$ cat src/rtl/operand_issue_if.sv
// Handshake and bus bundle between the instruction source, the writeback stage and
// the operand_issue stage. The issue stage is the slave; the surrounding pipeline is the master.
interface operand_issue_if #(
   parameter int DATA_W = 19,
   parameter int RA_W   = 3
);
   logic              in_valid;
   logic              in_ready;
   logic [DATA_W-1:0] instr;
   logic              wb_en;
   logic [RA_W-1:0]   wb_addr;
   logic [DATA_W-1:0] wb_data;
   logic              out_valid;
   logic              out_ready;
   logic [DATA_W-1:0] op1;
   logic [DATA_W-1:0] op2;
   logic [4:0]        opcode;
   logic [9:0]        immediate;
   logic [RA_W-1:0]   rd;
   logic              illegal;

   modport master (
      output in_valid, instr, wb_en, wb_addr, wb_data, out_ready,
      input  in_ready, out_valid, op1, op2, opcode, immediate, rd, illegal
   );

   modport slave (
      input  in_valid, instr, wb_en, wb_addr, wb_data, out_ready,
      output in_ready, out_valid, op1, op2, opcode, immediate, rd, illegal
   );
endinterface

$ cat src/rtl/operand_issue.sv
// Decode/operand-fetch stage feeding the 19-bit ALU: register file read with writeback
// bypass, busy-bit scoreboard stall, and a one-deep registered output with hold.
module operand_issue #(
   parameter int DATA_W = 19,
   parameter int NREG   = 8,
   parameter int RA_W   = 3
) (
   input  logic             clk,
   input  logic             rst,
   operand_issue_if.slave   bus_io
);

   logic [DATA_W-1:0] regfile_q [NREG];
   logic [NREG-1:0]   busy_q;
   logic [NREG-1:0]   busy_d;

   logic              out_valid_q;
   logic [DATA_W-1:0] op1_q;
   logic [DATA_W-1:0] op2_q;
   logic [4:0]        opcode_q;
   logic [9:0]        imm_q;
   logic [RA_W-1:0]   rd_q;
   logic              illegal_q;

   logic [4:0]        dec_opcode;
   logic              is_itype;
   logic              is_unary;
   logic              uses_rs2;
   logic [RA_W-1:0]   dec_rd;
   logic [RA_W-1:0]   dec_rs1;
   logic [RA_W-1:0]   dec_rs2;
   logic [DATA_W-1:0] rs1_val;
   logic [DATA_W-1:0] rs2_val;
   logic              wb_hit;
   logic              hazard;
   logic              in_ready;
   logic              accept;

   // A writeback landing this cycle releases its register in time for the read.
   function automatic logic is_pending(input logic [NREG-1:0] busy,
                                       input logic [RA_W-1:0] addr,
                                       input logic            hit,
                                       input logic [RA_W-1:0] waddr);
      return busy[addr] && !(hit && (waddr == addr));
   endfunction

   assign dec_opcode = bus_io.instr[18:14];
   assign is_itype   = dec_opcode[4];
   assign dec_rd     = bus_io.instr[13:11];
   assign dec_rs1    = is_itype ? bus_io.instr[13:11] : bus_io.instr[10:8];
   assign dec_rs2    = bus_io.instr[7:5];
   assign is_unary   = (dec_opcode == 5'b00111) || (dec_opcode == 5'b01001) ||
                       (dec_opcode == 5'b01010) || (dec_opcode == 5'b01100) ||
                       (dec_opcode == 5'b01101);
   assign uses_rs2   = !is_itype && !is_unary;
   assign wb_hit     = bus_io.wb_en && (bus_io.wb_addr != '0);

   always_comb begin
      rs1_val = '0;
      rs2_val = '0;
      if (dec_rs1 != '0) begin
         rs1_val = (wb_hit && (bus_io.wb_addr == dec_rs1)) ? bus_io.wb_data : regfile_q[dec_rs1];
      end
      if (dec_rs2 != '0) begin
         rs2_val = (wb_hit && (bus_io.wb_addr == dec_rs2)) ? bus_io.wb_data : regfile_q[dec_rs2];
      end
   end

   assign hazard   = is_pending(busy_q, dec_rs1, wb_hit, bus_io.wb_addr) ||
                     is_pending(busy_q, dec_rd, wb_hit, bus_io.wb_addr) ||
                     (uses_rs2 && is_pending(busy_q, dec_rs2, wb_hit, bus_io.wb_addr));
   assign in_ready = (!out_valid_q || bus_io.out_ready) && !hazard;
   assign accept   = bus_io.in_valid && in_ready;

   // Clear from writeback first so a same-register issue in the same cycle wins.
   always_comb begin
      busy_d = busy_q;
      if (wb_hit) begin
         busy_d[bus_io.wb_addr] = 1'b0;
      end
      if (accept && (dec_rd != '0)) begin
         busy_d[dec_rd] = 1'b1;
      end
   end

   always_ff @(posedge clk or posedge rst) begin
      if (rst) begin
         for (int i = 0; i < NREG; i++) begin
            regfile_q[i] <= '0;
         end
         busy_q      <= '0;
         out_valid_q <= 1'b0;
         op1_q       <= '0;
         op2_q       <= '0;
         opcode_q    <= '0;
         imm_q       <= '0;
         rd_q        <= '0;
         illegal_q   <= 1'b0;
      end else begin
         if (wb_hit) begin
            regfile_q[bus_io.wb_addr] <= bus_io.wb_data;
         end
         busy_q <= busy_d;
         if (accept) begin
            out_valid_q <= 1'b1;
            op1_q       <= rs1_val;
            op2_q       <= uses_rs2 ? rs2_val : '0;
            opcode_q    <= dec_opcode;
            imm_q       <= is_itype ? bus_io.instr[9:0] : 10'd0;
            rd_q        <= dec_rd;
            illegal_q   <= (dec_opcode > 5'b10011);
         end else if (bus_io.out_ready) begin
            out_valid_q <= 1'b0;
         end
      end
   end

   assign bus_io.in_ready  = in_ready;
   assign bus_io.out_valid = out_valid_q;
   assign bus_io.op1       = op1_q;
   assign bus_io.op2       = op2_q;
   assign bus_io.opcode    = opcode_q;
   assign bus_io.immediate = imm_q;
   assign bus_io.rd        = rd_q;
   assign bus_io.illegal   = illegal_q;

endmodule
$ cat src/flat_wrapper.sv
// flat-port wrapper written by rule: the top's interface ports become plain ports
module operand_issue_flat 
#(
   parameter int DATA_W = 19,
   parameter int NREG   = 8,
   parameter int RA_W   = 3
)
  (clk, rst, bus_io_in_valid, bus_io_instr, bus_io_wb_en, bus_io_wb_addr, bus_io_wb_data, bus_io_out_ready, bus_io_in_ready, bus_io_out_valid, bus_io_op1, bus_io_op2, bus_io_opcode, bus_io_immediate, bus_io_rd, bus_io_illegal);
  operand_issue_if #(.DATA_W(DATA_W), .RA_W(RA_W)) bus_io_i ();
  input  logic clk;
  input  logic rst;
  input wire logic [$bits(bus_io_i.in_valid)-1:0] bus_io_in_valid;
  input wire logic [$bits(bus_io_i.instr)-1:0] bus_io_instr;
  input wire logic [$bits(bus_io_i.wb_en)-1:0] bus_io_wb_en;
  input wire logic [$bits(bus_io_i.wb_addr)-1:0] bus_io_wb_addr;
  input wire logic [$bits(bus_io_i.wb_data)-1:0] bus_io_wb_data;
  input wire logic [$bits(bus_io_i.out_ready)-1:0] bus_io_out_ready;
  output wire logic [$bits(bus_io_i.in_ready)-1:0] bus_io_in_ready;
  output wire logic [$bits(bus_io_i.out_valid)-1:0] bus_io_out_valid;
  output wire logic [$bits(bus_io_i.op1)-1:0] bus_io_op1;
  output wire logic [$bits(bus_io_i.op2)-1:0] bus_io_op2;
  output wire logic [$bits(bus_io_i.opcode)-1:0] bus_io_opcode;
  output wire logic [$bits(bus_io_i.immediate)-1:0] bus_io_immediate;
  output wire logic [$bits(bus_io_i.rd)-1:0] bus_io_rd;
  output wire logic [$bits(bus_io_i.illegal)-1:0] bus_io_illegal;
  assign bus_io_i.in_valid = bus_io_in_valid;
  assign bus_io_i.instr = bus_io_instr;
  assign bus_io_i.wb_en = bus_io_wb_en;
  assign bus_io_i.wb_addr = bus_io_wb_addr;
  assign bus_io_i.wb_data = bus_io_wb_data;
  assign bus_io_i.out_ready = bus_io_out_ready;
  assign bus_io_in_ready = bus_io_i.in_ready;
  assign bus_io_out_valid = bus_io_i.out_valid;
  assign bus_io_op1 = bus_io_i.op1;
  assign bus_io_op2 = bus_io_i.op2;
  assign bus_io_opcode = bus_io_i.opcode;
  assign bus_io_immediate = bus_io_i.immediate;
  assign bus_io_rd = bus_io_i.rd;
  assign bus_io_illegal = bus_io_i.illegal;
  operand_issue #(.DATA_W(DATA_W), .NREG(NREG), .RA_W(RA_W)) u_core (.clk(clk), .rst(rst), .bus_io(bus_io_i));
endmodule
$ cat config.mk
export PLATFORM = sky130hd
export DESIGN_NAME = operand_issue_flat
export DESIGN_NICKNAME = d
export VERILOG_FILES = /design/src/rtl/operand_issue_if.sv /design/src/rtl/operand_issue.sv /design/src/flat_wrapper.sv
export SDC_FILE = /design/constraint.sdc
export NUM_CORES = 1
export LEC_CHECK = 0
export ABC_CLOCK_PERIOD_IN_PS = 6400
export BUFFER_PORTS_ARGS = -buffer_cell sky130_fd_sc_hd__buf_4
export CELL_PAD_IN_SITES_DETAIL_PLACEMENT = 1
export CELL_PAD_IN_SITES_GLOBAL_PLACEMENT = 1
export CORE_MARGIN = 5
export CORE_UTILIZATION = 45
export CTS_BUF_LIST = sky130_fd_sc_hd__clkbuf_4 sky130_fd_sc_hd__clkbuf_8
export DETAILED_ROUTE_END_ITERATION = 6
export PLACE_DENSITY = 0.84
export SYNTH_ARGS = -nofsm -noshare
export SYNTH_HDL_FRONTEND = slang
export SYNTH_SLANG_ARGS = --single-unit
$ cat constraint.sdc
create_clock -name clk -period 6.4 [get_ports clk]
set_input_delay 0.64 -clock clk [delete_from_list [all_inputs] [get_ports clk]]
set_output_delay 0.64 -clock clk [all_outputs]
set_load 0.05 [all_outputs]
==> flow_metrics.tcl, run 1 <==
set metrics [dict create \
    finalCriticalPeriod_ps 4060 \
    highest_layer "met4" \
    outcome "finished, final reports clean" \
    postCtsSetupBuffers 0 \
    grt_start_max_net_pins 75 \
    worst_pin_slew_ps 1270 \
    io_pins 105 \
    internal-power_w 0.00333 \
    ys.warnings.count 0 \
    antenna_found_initial 0 \
    clkLatencyLatePin_ps 530 \
    vdd_drop_max_uv 310 \
    synth.most_common_cell "dfrtp_1" \
    die_y_um 172 \
    fin_crit_sh_pct 63.5 \
    grt_pass1_vias 9952 \
    initial_core_util_pct 45.5 \
    nets 1122 \
    holdWs_ps 324 \
    drive_above_1_share_pct 38.5 \
    fin_skew_ps 17.7 \
    relSlewSlack_pct 15.5 \
    setup_viol 0 \
    ys_seq_area_share_pct 46.3 \
    dpl_cell_area_mm2 0.0128 \
    first_pass_iters 6 \
    ant_nets 0 \
    crit_fanout 74 \
    wl_per_cell_um 25.5 \
    fin_setup_tns_ps 0 \
    synthCells 1018 \
    postSynth.asyncResetShare_pct 100 \
    grt_pass1_wl_mm 57.5 \
    synth_nets 1064 \
    clkPwrFrac_pct 27.9 \
    synthTopCellsByCount "dfrtp_1 (218), mux2_2 (175), nand2_1 (103), clkbuf_1 (86), o21ai_0 (51)" \
    die-area_mm2 0.0295 \
    dpl.hpwl_mm 22.1 \
    p_leak_nw 6.08 \
    grt_setup_unrepaired "false" \
    p_switching_w 0.00199 \
    gp_congestion 0.877 \
    areaGrowthSynthToFinish_pct 16.0 \
    max_cap_violations 0 \
    avgViaCountPerCell 6.41 \
    fp.dieW_um 172 \
    io_buffer_count 104 \
    synth_edf_count 0 \
    cts_root_buf "clkbuf_8" \
    p_comb_share_pct 34.3 \
    grtUsageTotal_pct 25.0 \
    drtIter0Drc 809 \
    finalMaxSlewViolations 0 \
    ys_ff_latch 218 \
    wl_met3_mm 2.60 \
    hold_violations 0 \
    m1WireLength_mm 15.1 \
    met2_length_mm 17.6 \
    cts.repair.resized 0 \
    syn_area_mm2 0.0118 \
    cts_max_level 2 \
    cts-buffers-inserted 40 \
    cp.arrival_ps 3420 \
    startpoint_type "input port" \
    clock_path_buffers 3 \
    holdBufCountCts 0 \
    avgSynthCellArea_um2 11.6 \
    drc 0 \
    synth_area_leaders "dfrtp_1 (46%), mux2_2 (17%), mux4_2 (7.8%)" \
    path_class "input port to primary output" \
    synth_top_area_share_pct 46.3 \
    swShare_pct 37.3 \
    coreArea_mm2 0.0259 \
    end_kind "primary output" \
    design_area_mm2 0.0137 \
    cp.required_ps 5760 \
    max_freq_mhz 246 \
    std_cell_rows 59 \
    vias 9217 \
    n_antenna_cell 0 \
    synth_area_leader_cell "dfrtp_1" \
    grt_overflow 0 \
    tritoncts "yes" \
    drt_wl_total_mm 36.7 \
    clk_pin_slew_worst_paths_ps 60 \
    cts_sinks 218 \
    hold_path_class "input port to async pin" \
    synth.distinct_cells 53 \
    seqPwrFrac_pct 37.7 \
    p_per_area_mw_per_mm2 389 \
    dominantRegCellSynth "dfrtp_1" \
]
==> cells in the final DEF (no fill, tap or decap), types with 3 or more instances in the layout <==
master and count:
a222oi_1 14, xnor2_1 5, o22ai_1 17, nand4_1 5, a221oi_1 4, a32o_1 16
nand4b_1 3, nor2_1 25, mux2_1 6, o41ai_1 3, inv_1 33, o211ai_1 19
a21oi_1 15, clkbuf_8 49, a211o_1 15, o21bai_1 4, o21ai_0 51, clkbuf_4 11
a31oi_1 14, nand2_1 103, dfrtp_1 218, bufinv_16 3, mux2_2 175, nand2b_1 7
a211oi_1 21, clkinv_2 6, nand3_1 9, nor2b_1 6, xor2_1 4, o31ai_1 5
mux2i_1 37, buf_4 122, mux4_2 41, a32oi_1 3
==> path summary, 6_finish.rpt <==
check	start	end	slack (ps)	cells after the start
min in group clk	bus_io_instr[17]	u_core.bus_io.opcode[3]	380	2
max in group asynchronous	rst	u_core.bus_io.op1[3]	4740	3
setup / recovery	bus_io_instr[18]	bus_io_in_ready	2340	9
setup reg to reg	u_core.busy_q[3]	u_core.bus_io.op2[11]	3530	7
hold / removal	rst	u_core.regfile_q[34]	320	2
hold reg to reg	u_core.regfile_q[144]	u_core.regfile_q[144]	400	0
==> layout make-up <==
| cell class | instances | area, um^2 |
|---|---|---|
| flip-flops and latches | 218 | 5460 |
| inverters | 34 | 131 |
| repair buffers | 123 | 936 |
| fillers | 2652 | 12200 |
| clock inverters | 10 | 129 |
| well taps | 335 | 419 |
| clock buffers | 60 | 757 |
| multi-input cells | 659 | 5850 |
==> power by group through the flow <==
stage | registers, W | logic, W | clock network, W
after floorplan | 0.00248 | 0.000771 | 0
after global placement | 0.00199 | 0.00177 | 0
after detailed placement | 0.00202 | 0.00183 | 0
after CTS | 0.00200 | 0.00184 | 0.00151
after global routing | 0.00204 | 0.00194 | 0.00158
final | 0.00201 | 0.00183 | 0.00149
==> state kept, by name (all words and copies together) (netlist names) <==
name,count
u_core.bus_io.immediate,10
u_core.bus_io.opcode,5
u_core.bus_io.op2,19
u_core.bus_io.op1,19
u_core.bus_io.out_valid,1
u_core.bus_io.rd,3
u_core.regfile_q,152
u_core.bus_io.illegal,1
u_core.busy_q,8
==> through the flow <==
step / power, W / setup slack [ps] / std cells / utilization (%)
after floorplan: 0.00325 / 2920 / 1018 / -
after global placement: 0.00376 / 2420 / 1369 / 49.4
after detailed placement: 0.00385 / 2330 / 1369 / 49.4
after CTS: 0.00535 / 2380 / 1439 / 52.8
after global routing: 0.00556 / 2240 / 1439 / 52.8
final: 0.00532 / 2340 / 1439 / 52.8
==> routing by layer <==
layer / up-vias / track usage [%]
met2: 407 / 40.4
met1: 4791 / 33.2
met3: 106 / 4.27
met5: - / 0
li1: 3913 / -
met4: 0 / 11.1
==> critical path: stages <==
cell	delay, ps
buf_4	590
mux2_2	460
xor2_1	160
or4_1	520
buf_4	300
nand4_2	160
o211ai_1	190
inv_1	150
buf_4	210
==> logic make-up after synthesis <==
logic type / after synthesis / synth area share, %
multiplexers: 263 / 28.8
XOR/XNOR: 9 / 0.669
buffers and inverters: 141 / 4.58
AND/OR/NAND/NOR: 174 / 6.60
flip-flops: 218 / 46.3
AO/OA/AOI/OAI: 213 / 13.1
Note: power is estimated with default switching activity, not from simulation.
==> run 2, diff against run 1 <==
--- a/config.mk
+++ b/config.mk
@@ -5,7 +5,7 @@
 export SDC_FILE = /design/constraint.sdc
 export NUM_CORES = 1
 export LEC_CHECK = 0
-export ABC_CLOCK_PERIOD_IN_PS = 6400
+export ABC_CLOCK_PERIOD_IN_PS = 3700
 export BUFFER_PORTS_ARGS = -buffer_cell sky130_fd_sc_hd__buf_4
 export CELL_PAD_IN_SITES_DETAIL_PLACEMENT = 1
 export CELL_PAD_IN_SITES_GLOBAL_PLACEMENT = 1
==> constraint.sdc (replaced) <==
create_clock -name clk -period 3.7 [get_ports clk]
set_input_delay 0.37 -clock clk [delete_from_list [all_inputs] [get_ports clk]]
set_output_delay 0.37 -clock clk [all_outputs]
set_load 0.05 [all_outputs]
==> flow_metrics.tcl, run 2 (synthesis results as in run 1) <==
set metrics [dict create \
    outcome "finished, final reports clean" \
    finalCriticalPeriod_ps 2970 \
    cp.arrival_ps 2600 \
    path_class "input port to primary output" \
    max_cap_violations 0 \
    first_pass_iters 7 \
    critical_path.cell_chain "buf_4 -> mux2_2 -> xor2_1 -> or4_1 -> nand4_2 -> o211ai_1 -> inv_1 -> buf_4" \
    antenna_found_initial 0 \
    largest_register_ffs 152 \
    clkPwrFrac_pct 26.0 \
    startpoint_type "input port" \
    drtIter0Drc 935 \
    cts_root_buf "clkbuf_8" \
    holdBufCountCts 1 \
    cts-buffers-inserted 38 \
    seqPwrFrac_pct 38.8 \
    p_leak_nw 6.10 \
    std_cell_rows 59 \
    grt_pass1_wl_mm 58.5 \
    p_per_area_mw_per_mm2 657 \
    fin_crit_sh_pct 80.2 \
    final_common_cell "dfrtp_1" \
    cts_sinks 218 \
    grt_start_max_net_pins 115 \
    clk_pin_slew_worst_paths_ps 60 \
    gp_congestion 0.839 \
    io_buffer_count 104 \
    crit_fanout 38 \
    p_comb_share_pct 35.2 \
    cpMaxStageDelayCell "or4_1" \
    wl_per_cell_um 25.6 \
    crit_family "simple AND/OR/NAND/NOR gates" \
    avgViaCountPerCell 6.39 \
    report.power.total_w 0.00900 \
    end_kind "primary output" \
    coreArea_mm2 0.0259 \
    drive_above_1_share_pct 38.8 \
    cp_num_buf_inv 3 \
    fin_setup_tns_ps 0 \
    cts_max_level 2 \
    postCtsSetupBuffers 0 \
    top_register "u_core.regfile_q" \
    internal-power_w 0.00559 \
    grtUsageTotal_pct 25.4 \
    ant_nets 0 \
    slowest_delay_ps 560 \
    initial_core_util_pct 45.5 \
    nets 1134 \
    hold_path_class "input port to register" \
    m1WireLength_mm 15.2 \
    areaGrowthSynthToFinish_pct 16.3 \
    layout_common_cells "dfrtp_1 (218), mux2_2 (175), buf_4 (134)" \
    hold_violations 0 \
    fin_skew_ps 16.2 \
    drc 0 \
    fp.dieW_um 172 \
    die-area_mm2 0.0295 \
    p_switching_w 0.00342 \
    clock_path_buffers 3 \
    tritoncts "yes" \
    vias 9256 \
    grt_setup_unrepaired "false" \
    max_freq_mhz 337 \
    worst_pin_slew_ps 1030 \
    crit_top_cell "buf_4" \
    io_pins 105 \
    setup_viol 0 \
    die_y_um 172 \
    wl_met3_mm 2.95 \
    drt_wl_total_mm 37.1 \
    cp.required_ps 3330 \
    grt_overflow 0 \
    highest_layer "met4" \
    dpl.hpwl_mm 22.5 \
    vdd_drop_max_uv 476 \
    finalMaxSlewViolations 0 \
    grt_pass1_vias 9833 \
    n_antenna_cell 0 \
    relSlewSlack_pct 30.6 \
    met2_length_mm 17.7 \
    cts.repair.resized 0 \
    swShare_pct 37.9 \
    clkLatencyLatePin_ps 540 \
]
run 2: worst paths after layout:
kind / startpoint / slack, ps / to / cells after the start
worst max-delay path: bus_io_instr[18] / 730 / bus_io_in_ready / 8
worst min-delay path: bus_io_instr[1] / 100 / u_core.bus_io.immediate[1] / 3
min in group asynchronous: rst / 280 / u_core.bus_io.op2[14] / 3
max in group asynchronous: rst / 2490 / u_core.regfile_q[0] / 4
worst min register to register: u_core.regfile_q[138] / 400 / u_core.regfile_q[138] / 0
worst max register to register: u_core.busy_q[3] / 1210 / u_core.bus_io.op2[11] / 7
run 2: through the flow:
step | std cells | utilization, % | instance area [um^2] | hold WS (ps) | worst slack [ps]
after floorplan | 1018 | - | 11800 | 441 | 490
after global placement | 1382 | 49.8 | 12900 | 275 | 722
after detailed placement | 1382 | 49.8 | 12900 | 276 | 655
after CTS | 1449 | 52.9 | 13700 | 75.4 | 741
after global routing | 1449 | 52.9 | 13700 | 83.5 | 577
final | 1449 | 52.9 | 13700 | 97.8 | 733
run 2: final cells by class:
type | instances | area [um^2]
inverters | 34 | 131
well taps | 335 | 419
flip-flops and latches | 218 | 5460
clock buffers | 58 | 729
repair buffers | 137 | 1060
clock inverters | 8 | 73.8
multi-input cells | 659 | 5840
fillers | 2668 | 12200
run 2: power by group through the flow:
stage | Sequential [W] | Combinational [W] | Clock (W)
final | 0.00349 | 0.00317 | 0.00234
after global routing | 0.00356 | 0.00338 | 0.00250
after CTS | 0.00348 | 0.00319 | 0.00239
after detailed placement | 0.00351 | 0.00316 | 0
after global placement | 0.00346 | 0.00306 | 0
after floorplan | 0.00429 | 0.00133 | 0
run 2: metal layers:
layer | vias up | global-route usage [%]
met1 | 4819 | 34.3
li1 | 3941 | -
met3 | 79 | 5.31
met5 | - | 0
met2 | 417 | 40.9
met4 | 0 | 9.06
run 2: worst register-to-register path, delay by kind of cell, from the launching register on:
| kind | cells | cell delay (ps) |
|---|---|---|
| AND/OR/NAND/NOR | 1 | 110 |
| flip-flops | 1 | 430 |
| multiplexers | 2 | 690 |
| AO/OA/AOI/OAI | 3 | 800 |
| buffers and inverters | 1 | 330 |
==> run 3, diff against run 2 <==
--- a/config.mk
+++ b/config.mk
@@ -5,15 +5,15 @@
 export SDC_FILE = /design/constraint.sdc
 export NUM_CORES = 1
 export LEC_CHECK = 0
-export ABC_CLOCK_PERIOD_IN_PS = 3700
+export ABC_CLOCK_PERIOD_IN_PS = 2910
 export BUFFER_PORTS_ARGS = -buffer_cell sky130_fd_sc_hd__buf_4
 export CELL_PAD_IN_SITES_DETAIL_PLACEMENT = 1
 export CELL_PAD_IN_SITES_GLOBAL_PLACEMENT = 1
 export CORE_MARGIN = 5
-export CORE_UTILIZATION = 45
+export CORE_UTILIZATION = 50
 export CTS_BUF_LIST = sky130_fd_sc_hd__clkbuf_4 sky130_fd_sc_hd__clkbuf_8
 export DETAILED_ROUTE_END_ITERATION = 6
-export PLACE_DENSITY = 0.84
+export PLACE_DENSITY = 0.88
 export SYNTH_ARGS = -nofsm -noshare
 export SYNTH_HDL_FRONTEND = slang
 export SYNTH_SLANG_ARGS = --single-unit
==> constraint.sdc (replaced) <==
create_clock -name clk -period 2.91 [get_ports clk]
set_input_delay 0.291 -clock clk [delete_from_list [all_inputs] [get_ports clk]]
set_output_delay 0.291 -clock clk [all_outputs]
set_load 0.05 [all_outputs]
==> flow_metrics.tcl, run 3 (synthesis results as in run 1) <==
set metrics [dict create \
    finalCriticalPeriod_ps 2800 \
    std_cell_rows 56 \
    gp_congestion 0.871 \
    final_common_cell "dfrtp_1" \
    seqCellArea_mm2 0.00546 \
    drc 0 \
    cts_max_level 2 \
    hold_violations 0 \
    drive_above_1_share_pct 38.9 \
    seqPwrFrac_pct 38.8 \
    vdd_drop_max_uv 498 \
    swShare_pct 38.3 \
    outcome "finished, final reports clean" \
    n_antenna_cell 0 \
    ant_nets 0 \
    finalMaxSlewViolations 0 \
    holdWs_ps 7.16 \
    multi_input_area_mm2 0.00584 \
    grt_overflow 0 \
    io_buffer_count 104 \
    initial_core_util_pct 50.5 \
    worst_pin_slew_ps 676 \
    fin_crit_sh_pct 96.1 \
    nets 1144 \
    top_register "u_core.regfile_q" \
    p_comb_share_pct 35.9 \
    cts-buffers-inserted 37 \
    clock_path_buffers 3 \
    fp.dieW_um 164 \
    layout_common_cells "dfrtp_1 (218), mux2_2 (175), buf_4 (138)" \
    grt_pass1_wl_mm 61.4 \
    areaGrowthSynthToFinish_pct 17.1 \
    report.power.total_w 0.0115 \
    setup_viol 0 \
    cts_sinks 218 \
    io_pins 105 \
    clkLatencyLatePin_ps 560 \
    hold_path_class "input port to register" \
    coreArea_mm2 0.0233 \
    r2r_slack_ps 450 \
    cp.arrival_ps 2510 \
    largest_register_ffs 152 \
    clkPwrFrac_pct 25.3 \
    grt_pass1_vias 10500 \
    p_leak_nw 6.16 \
    max_cap_violations 0 \
    end_kind "primary output" \
    cts_root_buf "clkbuf_8" \
    first_pass_iters 7 \
    dpl_cell_area_mm2 0.0130 \
    drtIter0Drc 1046 \
    cts.repair.resized 0 \
    dpl.hpwl_mm 23.8 \
    tritoncts "yes" \
    cp.required_ps 2620 \
    grtUsageTotal_pct 29.4 \
    die-area_mm2 0.0267 \
    path_class "register to primary output" \
    design_area_mm2 0.0138 \
    die_y_um 164 \
    relSlewSlack_pct 54.9 \
    clk_pin_slew_worst_paths_ps 70 \
    antenna_found_initial 0 \
    p_per_area_mw_per_mm2 832 \
    wl_per_cell_um 27.1 \
    grt_setup_unrepaired "false" \
    startpoint_type "register" \
    drt_wl_total_mm 39.0 \
    vias 9564 \
    p_switching_w 0.00440 \
    max_freq_mhz 358 \
    grt_start_max_net_pins 112 \
    crit_fanout 5 \
    fin_skew_ps 17.3 \
    fill_cells 2388 \
    avgViaCountPerCell 6.65 \
    internal-power_w 0.00708 \
]
[run 3: cell types whose count changed in the layout (fill, tap and decap cells not counted), moves of 2 or more]
cell / before / now
buf_4: 134 / 138
clkbuf_8: 47 / 49
buf_12: 2 / 7
dlygate4sd3_1: 1 / 3
clkinv_2: 4 / 0
[run 3: what timing repair did]
item,in CTS,in global routing
endpoints found under the setup margin,1,0
buffers inserted,1,0
endpoints found under the hold margin,107,0
hold buffers,3,0
[run 3: power groups by stage]
stage	clock network (W)	registers (W)	logic, W
after detailed placement	0	0.00447	0.00408
after floorplan	0	0.00546	0.00170
after global placement	0	0.00439	0.00392
after global routing	0.00307	0.00453	0.00435
after CTS	0.00293	0.00443	0.00413
final	0.00290	0.00446	0.00412
[run 3: worst max-delay path, stage by stage, from the launching register on]
cell      delay, ps
dfrtp_1         440
mux2_2          290
a221oi_1        320
nor2_1          110
o22ai_1         290
o211ai_1        220
inv_1           100
buf_4           200
[run 3: final timing paths]
check,endpoint,cells past startpoint,start
worst max-delay path,bus_io_in_ready,7,u_core.busy_q[7]
min in group asynchronous,u_core.regfile_q[30],4,rst
max in group asynchronous,u_core.bus_io.op1[2],4,rst
worst min register to register,u_core.regfile_q[139],0,u_core.regfile_q[139]
worst min-delay path,u_core.bus_io.opcode[0],2,bus_io_instr[14]
worst max register to register,u_core.bus_io.immediate[7],8,u_core.busy_q[7]
[run 3: final cells by class]
| type | count | share of cell area, % |
|---|---|---|
| tap | 319 | 2.89 |
| inverter | 34 | 0.952 |
| multi-input combinational | 659 | 42.3 |
| clock inverter | 1 | 0.0544 |
| sequential | 218 | 39.5 |
| clock buffer | 60 | 5.49 |
| timing repair buffer | 148 | 8.74 |
[run 3: per-layer routing]
layer	routed length, um	part of all wire [%]	vias up	track usage [%]
li1	-	-	3950	-
met4	1720	4.4	0	13.6
met3	3130	8.0	126	6.08
met5	0	0	-	0
met2	18700	48	554	48.0
met1	15500	40	4934	38.0
[run 3: stage by stage]
stage	util (%)	setup TNS (ps)	setup slack, ps	std cells
final	59.1	0	114	1439
after global routing	59.1	0	1.16	1439
after floorplan	-	-48200	-221	1018
after detailed placement	55.7	0	266	1374
after global placement	55.7	0	359	1374
after CTS	59.1	0	140	1439
